$ cat src/rtl/act_feeder_if.sv
// Host-load and accelerator-side bus of the activation feeder.
// master = feeder (drives activation/ce/weight1/status), slave = host + accelerator side.
interface act_feeder_if #(
  parameter int MAP_SIZE = 10,
  parameter int k        = 3,
  parameter int N        = 8,
  parameter int AW       = 7
);
  localparam int WI = (k * k > 1) ? $clog2(k * k) : 1;

  logic              wr_en;
  logic [AW-1:0]     wr_addr;
  logic [N-1:0]      wr_data;
  logic              w_wr_en;
  logic [WI-1:0]     w_idx;
  logic [N-1:0]      w_data;
  logic              start;
  logic              hold;
  logic              end_op;
  logic [N-1:0]      activation;
  logic              ce;
  logic [k*k*N-1:0]  weight1;
  logic              busy;
  logic              done;
  logic              timeout;

  modport master (
    input  wr_en, wr_addr, wr_data, w_wr_en, w_idx, w_data, start, hold, end_op,
    output activation, ce, weight1, busy, done, timeout
  );
  modport slave (
    output wr_en, wr_addr, wr_data, w_wr_en, w_idx, w_data, start, hold, end_op,
    input  activation, ce, weight1, busy, done, timeout
  );
endinterface

$ cat src/rtl/act_feeder.sv
// Activation feeder: streams a MAP_SIZE x MAP_SIZE frame in raster order, then flushes with zeros.
// Optional drain timeout enabled by defining FEEDER_TIMEOUT_EN.
module act_feeder #(
  parameter int MAP_SIZE  = 10,
  parameter int k         = 3,
  parameter int N         = 8,
  parameter int DRAIN_MAX = 64,
  parameter int AW        = 7
) (
  input  logic         clk,
  input  logic         global_rst_n,
  act_feeder_if.master bus
);
  localparam int M2I = MAP_SIZE * MAP_SIZE;
  localparam int KK  = k * k;
  localparam int WI  = (KK > 1) ? $clog2(KK) : 1;
  localparam logic [AW:0] M2  = (AW+1)'(M2I);
  localparam logic [WI:0] KKV = (WI+1)'(KK);

  if ((1 << AW) < M2I || DRAIN_MAX < 1) begin : g_bad_cfg
    $error("act_feeder: AW too small for MAP_SIZE, or DRAIN_MAX < 1");
  end

  typedef enum logic [1:0] {IDLE, STREAM, DRAIN} state_t;
  state_t state, state_nxt;

  logic [N-1:0]    mem [M2I];
  logic [AW:0]     pix_cnt;
  logic            rd_vld;
  logic [N-1:0]    rd_data, act_q;
  logic            ce_q, done_q, drain_hit;
  logic [KK*N-1:0] w_q;
  logic            idle, issue, last_out, load_ok, wload_ok;

  assign idle     = (state == IDLE);
  // hold freezes the whole read pipeline, so a stalled pixel is re-presented, never lost
  assign issue    = (state == STREAM) && !bus.hold && (pix_cnt != M2);
  assign last_out = (state == STREAM) && !bus.hold && rd_vld && (pix_cnt == M2);
  assign load_ok  = idle && bus.wr_en   && ({1'b0, bus.wr_addr} < M2);
  assign wload_ok = idle && bus.w_wr_en && ({1'b0, bus.w_idx} < KKV);

  always_ff @(posedge clk or negedge global_rst_n)
    if (!global_rst_n) state <= IDLE;
    else               state <= state_nxt;

  always_comb begin
    state_nxt = state;
    case (state)
      IDLE:    if (bus.start) state_nxt = STREAM;
      STREAM:  if (last_out) state_nxt = DRAIN;
      DRAIN:   if (bus.end_op || drain_hit) state_nxt = IDLE;
      default: state_nxt = IDLE;
    endcase
  end

  always_ff @(posedge clk) begin
    if (load_ok) mem[bus.wr_addr] <= bus.wr_data;
    if (issue)   rd_data <= mem[pix_cnt[AW-1:0]];
  end

  always_ff @(posedge clk or negedge global_rst_n) begin
    if (!global_rst_n) begin
      pix_cnt <= '0;
      rd_vld  <= 1'b0;
      act_q   <= '0;
      ce_q    <= 1'b0;
      done_q  <= 1'b0;
      w_q     <= '0;
    end else begin
      done_q <= 1'b0;
      if (wload_ok) w_q[int'(bus.w_idx)*N +: N] <= bus.w_data;
      case (state)
        IDLE: begin
          ce_q   <= 1'b0;
          rd_vld <= 1'b0;
          if (bus.start) pix_cnt <= '0;
        end
        STREAM: begin
          if (bus.hold) ce_q <= 1'b0;
          else begin
            rd_vld <= issue;
            if (issue)  pix_cnt <= pix_cnt + 1'b1;
            if (rd_vld) act_q   <= rd_data;
            ce_q <= rd_vld;
          end
        end
        DRAIN: begin
          if (bus.end_op || drain_hit) begin
            ce_q   <= 1'b0;
            act_q  <= '0;
            done_q <= 1'b1;
          end else begin
            ce_q <= !bus.hold;
            if (!bus.hold) act_q <= '0;
          end
        end
        default: ;
      endcase
    end
  end

`ifdef FEEDER_TIMEOUT_EN
  localparam int DW = $clog2(DRAIN_MAX + 1);
  logic [DW-1:0] drain_cnt;
  logic          timeout_q;

  assign drain_hit = (drain_cnt == DW'(DRAIN_MAX));

  always_ff @(posedge clk or negedge global_rst_n) begin
    if (!global_rst_n) begin
      drain_cnt <= '0;
      timeout_q <= 1'b0;
    end else begin
      if (state != DRAIN) drain_cnt <= '0;
      else if (!bus.end_op && !drain_hit && !bus.hold) drain_cnt <= drain_cnt + 1'b1;
      if (idle && bus.start) timeout_q <= 1'b0;
      else if (state == DRAIN && drain_hit && !bus.end_op) timeout_q <= 1'b1;
    end
  end
  assign bus.timeout = timeout_q;
`else
  assign drain_hit   = 1'b0;
  assign bus.timeout = 1'b0;
`endif

  assign bus.activation = act_q;
  assign bus.ce         = ce_q;
  assign bus.weight1    = w_q;
  assign bus.busy       = !idle;
  assign bus.done       = done_q;
endmodule

$ cat src/flat_wrapper.sv
// flat-port wrapper written by rule: the top's interface ports become plain ports
module act_feeder_flat 
#(
  parameter int MAP_SIZE  = 10,
  parameter int k         = 3,
  parameter int N         = 8,
  parameter int DRAIN_MAX = 64,
  parameter int AW        = 7
)
  (clk, global_rst_n, bus_wr_en, bus_wr_addr, bus_wr_data, bus_w_wr_en, bus_w_idx, bus_w_data, bus_start, bus_hold, bus_end_op, bus_activation, bus_ce, bus_weight1, bus_busy, bus_done, bus_timeout);
  act_feeder_if #(.MAP_SIZE(MAP_SIZE), .k(k), .N(N), .AW(AW)) bus_i ();
  input  logic clk;
  input  logic global_rst_n;
  input wire logic [$bits(bus_i.wr_en)-1:0] bus_wr_en;
  input wire logic [$bits(bus_i.wr_addr)-1:0] bus_wr_addr;
  input wire logic [$bits(bus_i.wr_data)-1:0] bus_wr_data;
  input wire logic [$bits(bus_i.w_wr_en)-1:0] bus_w_wr_en;
  input wire logic [$bits(bus_i.w_idx)-1:0] bus_w_idx;
  input wire logic [$bits(bus_i.w_data)-1:0] bus_w_data;
  input wire logic [$bits(bus_i.start)-1:0] bus_start;
  input wire logic [$bits(bus_i.hold)-1:0] bus_hold;
  input wire logic [$bits(bus_i.end_op)-1:0] bus_end_op;
  output wire logic [$bits(bus_i.activation)-1:0] bus_activation;
  output wire logic [$bits(bus_i.ce)-1:0] bus_ce;
  output wire logic [$bits(bus_i.weight1)-1:0] bus_weight1;
  output wire logic [$bits(bus_i.busy)-1:0] bus_busy;
  output wire logic [$bits(bus_i.done)-1:0] bus_done;
  output wire logic [$bits(bus_i.timeout)-1:0] bus_timeout;
  assign bus_i.wr_en = bus_wr_en;
  assign bus_i.wr_addr = bus_wr_addr;
  assign bus_i.wr_data = bus_wr_data;
  assign bus_i.w_wr_en = bus_w_wr_en;
  assign bus_i.w_idx = bus_w_idx;
  assign bus_i.w_data = bus_w_data;
  assign bus_i.start = bus_start;
  assign bus_i.hold = bus_hold;
  assign bus_i.end_op = bus_end_op;
  assign bus_activation = bus_i.activation;
  assign bus_ce = bus_i.ce;
  assign bus_weight1 = bus_i.weight1;
  assign bus_busy = bus_i.busy;
  assign bus_done = bus_i.done;
  assign bus_timeout = bus_i.timeout;
  act_feeder #(.MAP_SIZE(MAP_SIZE), .k(k), .N(N), .DRAIN_MAX(DRAIN_MAX), .AW(AW)) u_core (.clk(clk), .global_rst_n(global_rst_n), .bus(bus_i));
endmodule
$ cat config.mk
export PLATFORM = sky130hd
export DESIGN_NAME = act_feeder_flat
export DESIGN_NICKNAME = d
export VERILOG_FILES = /design/src/rtl/act_feeder_if.sv /design/src/rtl/act_feeder.sv /design/src/flat_wrapper.sv
export SDC_FILE = /design/constraint.sdc
export NUM_CORES = 1
export LEC_CHECK = 0
export ABC_AREA = 1
export CAP_MARGIN = 0
export CELL_PAD_IN_SITES_DETAIL_PLACEMENT = 1
export CELL_PAD_IN_SITES_GLOBAL_PLACEMENT = 2
export CORE_MARGIN = 2
export CORE_UTILIZATION = 37
export DETAILED_ROUTE_END_ITERATION = 8
export PLACE_DENSITY = 0.81
export SETUP_SLACK_MARGIN = 0.5
export SLEW_MARGIN = 30
export SYNTH_ARGS = -nofsm -noshare
export SYNTH_HDL_FRONTEND = slang
export SYNTH_SLANG_ARGS = --single-unit
$ cat constraint.sdc
create_clock -name clk -period 2.07 [get_ports clk]
set_input_delay 0.621 -clock clk [delete_from_list [all_inputs] [get_ports clk]]
set_output_delay 0.621 -clock clk [all_outputs]
set_load 0.005 [all_outputs]
* Word-level counts from Yosys, hierarchy flattened
Memories as Yosys holds them, arrays and structs flattened. A register that Yosys moved wholly into a read port is not among the register bits.
Index checks and enable logic that the tools add are counted.
** Storage, ports and cells
- Memory bits (writable) :: 800
- Input port bits :: 34
- Memories :: 1
- Output and inout port bits :: 84
- Bits in registers :: 93
- Logic and storage cells :: 66
** Operators by class
- Multiplexer cells :: 23
- Shift-type cells :: 2
- Equality and inequality tests :: 11
- Order comparisons :: 2
- Add/sub/neg operators :: 2
- Reductions and logical operators :: 18
** Memories
- u_core.mem :: words 100, width 8, rd ports 1, clocked after Yosys merged registers in 1, wr ports 1, line act_feeder.sv:27 : logic [N-1:0] mem [M2I];
** Operators with widths (number)
- $bwmux W72 :: 1
- $shift A8 B33 Y72 const A :: 1
- $shiftx A8 B33 Y72 :: 1
- $mux W8 :: 7
- $neg A7 Y33 :: 1
- $pmux W8 S2 :: 2
- $add A8 B1 Y8 const B :: 1
- $eq A8 B7 Y1 const B :: 1
- $logic_and A1 B1 Y1 :: 8
- $ne A8 B7 Y1 const B :: 1
- $reduce_and A4 Y1 :: 2
- $lt A7 B7 Y1 const B :: 1
- $mux W1 :: 7
- $mux W2 :: 3
- $ne A2 B1 Y1 const B :: 3
- $ne A2 B2 Y1 const B :: 3
- $pmux W2 S3 :: 1
- $lt A4 B4 Y1 const B :: 1
- $reduce_bool A2 Y1 :: 2
- $ne A3 B3 Y1 const B :: 1
- $pmux W1 S3 :: 1
- $reduce_and A3 Y1 :: 1
- $reduce_bool A3 Y1 :: 1
- $eq A2 B1 Y1 const B :: 1
- other kinds (5) :: 6

* Longest topological paths before layout
- Depth in word-level cells :: 6
- Depth in mapped cells :: 18
- Depth with buffers taken out :: 14

* Least setup slack after synthesis
No wires, ideal clock.
- Path kind :: in2reg
- Start point :: in bus_w_idx[0]
- End point :: reg u_core.w_q[67], in the netlist u_core.bus.weight1[67]
- Required time :: 1993 ps
- Path slack :: -432 ps
- Setup time :: 77 ps
- Arrival time :: 2425 ps
- Stages :: 11
- Cell sequence :: clkinv_1 > clkbuf_1 > ha_1 > buf_2 > inv_1 > clkbuf_1 > nand2_1 > nor2_2 > buf_2 > nor2_1 > a21oi_1
** Between the ends
- Longest elaborated chain between the ends :: 3
** RTL lines
- start, declared :: line flat_wrapper.sv:18 : input wire logic [$bits(bus_i.w_idx)-1:0] bus_w_idx;
- $neg A7 Y33 :: line act_feeder.sv:71 : if (wload_ok) w_q[int'(bus.w_idx)*N +: N] <= bus.w_data;
- $shiftx A8 B33 Y72 or $shift A8 B33 Y72 (tied branches) :: line act_feeder.sv:71
- $bwmux W72 :: line act_feeder.sv:71
- end signal, assigned by index :: line act_feeder.sv:71
- end, declared :: line act_feeder.sv:32 : logic [KK*N-1:0] w_q;
Parallel ways exist; a longest one is shown, timed or not.
A chain may end at the register's enable or synchronous reset.

* Final worst setup path
- Start point :: reg u_core.pix_cnt[0]
- End point :: reg u_core.rd_data[6] (read register of u_core.mem) (data pin)
** Between the ends
- Longest elaborated chain between the ends :: 2
** RTL lines
- start, declared :: line act_feeder.sv:28 : logic [AW:0] pix_cnt;
- start signal, assigned :: line act_feeder.sv:82 : if (issue) pix_cnt <= pix_cnt + 1'b1;
- $ne A8 B7 Y1 :: line act_feeder.sv:37 : assign issue = (state == STREAM) && !bus.hold && (pix_cnt != M2);
- $logic_and A1 B1 Y1 :: line act_feeder.sv:37
- end, declared :: line act_feeder.sv:30 : logic [N-1:0] rd_data, act_q;
Parallel ways exist; a longest one is shown, timed or not.

==> impl_metrics.env <==
export IMPL_vias_per_cell=5.08
export IMPL_cts_root_buffer="clkbuf_16"
export IMPL_synth_async_reset_ratio=0.103
export IMPL_fin_crit_ps=2460
export IMPL_regArea_mm2=0.0266
export IMPL_dpl_instance_area_mm2=0.0438
export IMPL_cp_required_ps=2480
export IMPL_slew_headroom=0.657
export IMPL_violations="negative setup slack"
export IMPL_synthFlopType="edfxtp_1"
export IMPL_drc_errors=0
export IMPL_gp_congestion=0.849
export IMPL_p_leak_uw=0.0187
export IMPL_cap_violations=0
export IMPL_synthTopCellsByCount="912 x nand2_1, 808 x edfxtp_1, 488 x nor2_1, 324 x nand3_1, 299 x inv_1"
export IMPL_seq_area_frac_synth=0.699
export IMPL_r2r_start="u_core.pix_cnt[0]"
export IMPL_drtIter0Drc=2073
export IMPL_synth_edf_count=808
export IMPL_final_core_util=0.469
export IMPL_drtPass1Iterations=7
export IMPL_grtUsageTotal=0.224
export IMPL_finalCritPeriodShare=1.19
export IMPL_n_fill_cell=10900
export IMPL_worstSetupStartpointType="flip-flop"
export IMPL_tritoncts="yes"
export IMPL_synth_nets=3607
export IMPL_synth_most_common_cell="nand2_1"
export IMPL_syn_to_final_growth_pct=25.5
export IMPL_wl_per_cell_um=22.6
export IMPL_hold_class="in -> reg"
export IMPL_clk_latency_ps=670
export IMPL_cts_max_level=3
export IMPL_whs_path_depth=1
export IMPL_critPathSlowestCell="dfrtp_4"
export IMPL_multi_input_area_mm2=0.0105
export IMPL_core_mm2=0.102
export IMPL_status="complete, but fails checks"
export IMPL_dieArea_mm2=0.105
export IMPL_io_buffers=116
export IMPL_path_class="reg -> reg"
export IMPL_die_h_um=325
export IMPL_min_to="u_core.mem[99][7]"
export IMPL_row_count=117
export IMPL_setup_slack_ps=-392
export IMPL_min_from="bus_wr_data[7]"
export IMPL_numClockSinks=901
export IMPL_clkSlewWorstSetupHoldPaths_ps=60
export IMPL_yosys_warnings=0
export IMPL_grt_pass1_wl_mm=179
export IMPL_path_delay_family="simple AND/OR/NAND/NOR gates"
export IMPL_die_w_um=325
export IMPL_critical_path_most_common_cell="nand2_1"
export IMPL_grt_max_degree=68
export IMPL_yosys_area_top_type="edfxtp_1"
export IMPL_finalSetupViolCount=426
export IMPL_rsz0062_at_grt="true"
export IMPL_final_area_mm2=0.0477
export IMPL_end_kind="flip-flop"
export IMPL_grt_pass1_vias=28000
export IMPL_final_hold_viol_count=0
export IMPL_nets=3957
export IMPL_ioPinCount=118
export IMPL_synth_top_family_by_area="simple AND/OR/NAND/NOR gates"
export IMPL_yosysTopAreaCellShare=0.638
export IMPL_r2r_slack_ps=-390
export IMPL_synthXorXnorAreaFrac=0.00158
export IMPL_drive_above_1_share=0.201
export IMPL_netlist_top_cells_area="edfxtp_1 64%, nand2_1 9.0%, dfrtp_1 6.1%"
export IMPL_floorplan_initialDensity=0.373
export IMPL_synth_cells=3563
export IMPL_grt_overflow=0
export IMPL_drv_slew=0
export IMPL_clock_skew_ps=26.0
export IMPL_vias=27200
export IMPL_cp_num_buf_inv=3
export IMPL_power_density_mw_per_mm2=1060
export IMPL_path_cells="clkinv_8, buf_12, buf_4, o21ai_0, a21oi_1, nor2_1, nand2_2, nand3_1, nand2_1, nand2_1, nand2_1"
export IMPL_worst_pin_slew_ps=515
export IMPL_avgSynthCellArea_um2=10.7
export IMPL_syn_area_mm2=0.0380
export IMPL_ant_nets=0
export IMPL_r2r_cells=11
export IMPL_synth_fa_ha_area_frac=0.00329
export IMPL_synth_compound_area_frac=0.0505
export IMPL_slowest_delay_ps=540
export IMPL_r2r_end="u_core.rd_data[6]"
export IMPL_synth_mux_area_frac=0.00237
export IMPL_synth_cell_type_count=37
export IMPL_antenna_found_initial=2
export IMPL_crit_fanout=45
export IMPL_numCtsBuffers=92
export IMPL_synthSimpleGateAreaFrac=0.189
export IMPL_p_total_uw=50800
export IMPL_critPathArrivalTime_ps=2870
export IMPL_peakVddDrop_mv=0.667
export IMPL_fmax_mhz=406
export IMPL_synth_seq_cells=901
export IMPL_cts_path_max_buffers=3
export IMPL_wirelength_mm=121
export IMPL_dp_hpwl_mm=80.4
-- flip-flops by register name (all words and copies together) (netlist names), 2 cells and up --
register               cells
u_core.pix_cnt             8
u_core.mem               800
u_core.state               2
u_core.bus.activation      8
u_core.bus.weight1        72
u_core.rd_data             8
-- through the flow --
step	instances	setup TNS [ps]	hold WS (ps)	setup slack, ps
after floorplan	3563	0	325	28.4
after detailed placement	5130	-561310	475	-741
after global placement	5130	-510390	473	-672
after global routing	5358	-76840	207	-458
final	5358	-17320	221	-392
after CTS	5347	-5900	187	-298
-- area by class of cell --
type | count | share of cell area
sequential | 901 | 0.557
multi-input combinational | 2164 | 0.220
timing repair buffer | 443 | 0.0930
clock buffer | 112 | 0.0518
tap | 1368 | 0.0359
inverter | 310 | 0.0257
clock inverter | 58 | 0.0159
timing repair inverter | 1 | 0.000157
antenna | 1 | 0.0000524
-- routing by layer --
| metal | wire length (µm) | global-route usage | vias up |
|---|---|---|---|
| li1 | - | - | 12700 |
| met1 | 53200 | 0.306 | 13700 |
| met2 | 58300 | 0.375 | 682 |
| met3 | 6070 | 0.0275 | 185 |
| met4 | 3300 | 0.0690 | 2 |
| met5 | 13 | 0 | - |
-- cells in the final DEF, fill, tap and decap left out, drive strengths merged --
cell	n
xor2	4
clkinvlp	9
nor4	2
clkinv	35
o211ai	27
dlygate4sd3	1
or2	10
inv	310
a22oi	1
edfxtp	808
o31ai	5
dlymetal6s2s	3
o21ai	276
mux2	8
dfrtp	93
nor2	493
nor3	20
and3	2
clkbuf	114
nand3	324
nand2	912
conb	1
a21oi	46
diode	1
o22ai	9
xnor2	2
nand4	12
buf	417
ha	10
clkdlybuf4s50	20
bufinv	15
-- worst max path at each step --
stage | cells after the start | endpoint | slack, ps | startpoint
global route | 11 | u_core.rd_data[0] | -460 | u_core.pix_cnt[0]
floorplan | 6 | u_core.mem[25][0] | 30 | bus_wr_addr[3]
CTS | 11 | u_core.rd_data[1] | -300 | u_core.pix_cnt[0]
global placement | 8 | u_core.mem[59][0] | -670 | bus_wr_addr[3]
detailed placement | 7 | u_core.mem[53][6] | -740 | bus_wr_addr[3]
finish | 11 | u_core.rd_data[6] | -390 | u_core.pix_cnt[0]
-- what timing repair did --
action,CTS,global route
hold endpoints to repair,27,0
endpoints found under the setup margin,991,991
resized for setup,403,136
gates cloned,0,2
hold buffers,1,0
setup buffers,46,8
pin swaps,11,31
-- power by group --
part | total [µW] | internal (µW) | switching [µW] | leakage (µW)
Clock | 17800 | 10500 | 7320 | 0.00156
Sequential | 20500 | 20200 | 262 | 0.00852
Combinational | 12500 | 4470 | 8040 | 0.00860
Total | 50800 | 35200 | 15600 | 0.0187
-- logic make-up after synthesis --
group                      count (synthesis)
other                                      1
muxes                                      8
adders and majority gates                 10
xor gates and xnor gates                   6
DFF                                      901
buffers and inverters                    498
and+or+nand+nor                         1775
AOI/OAI and AO/OA                        364
(Power assumes the default switching activity.)
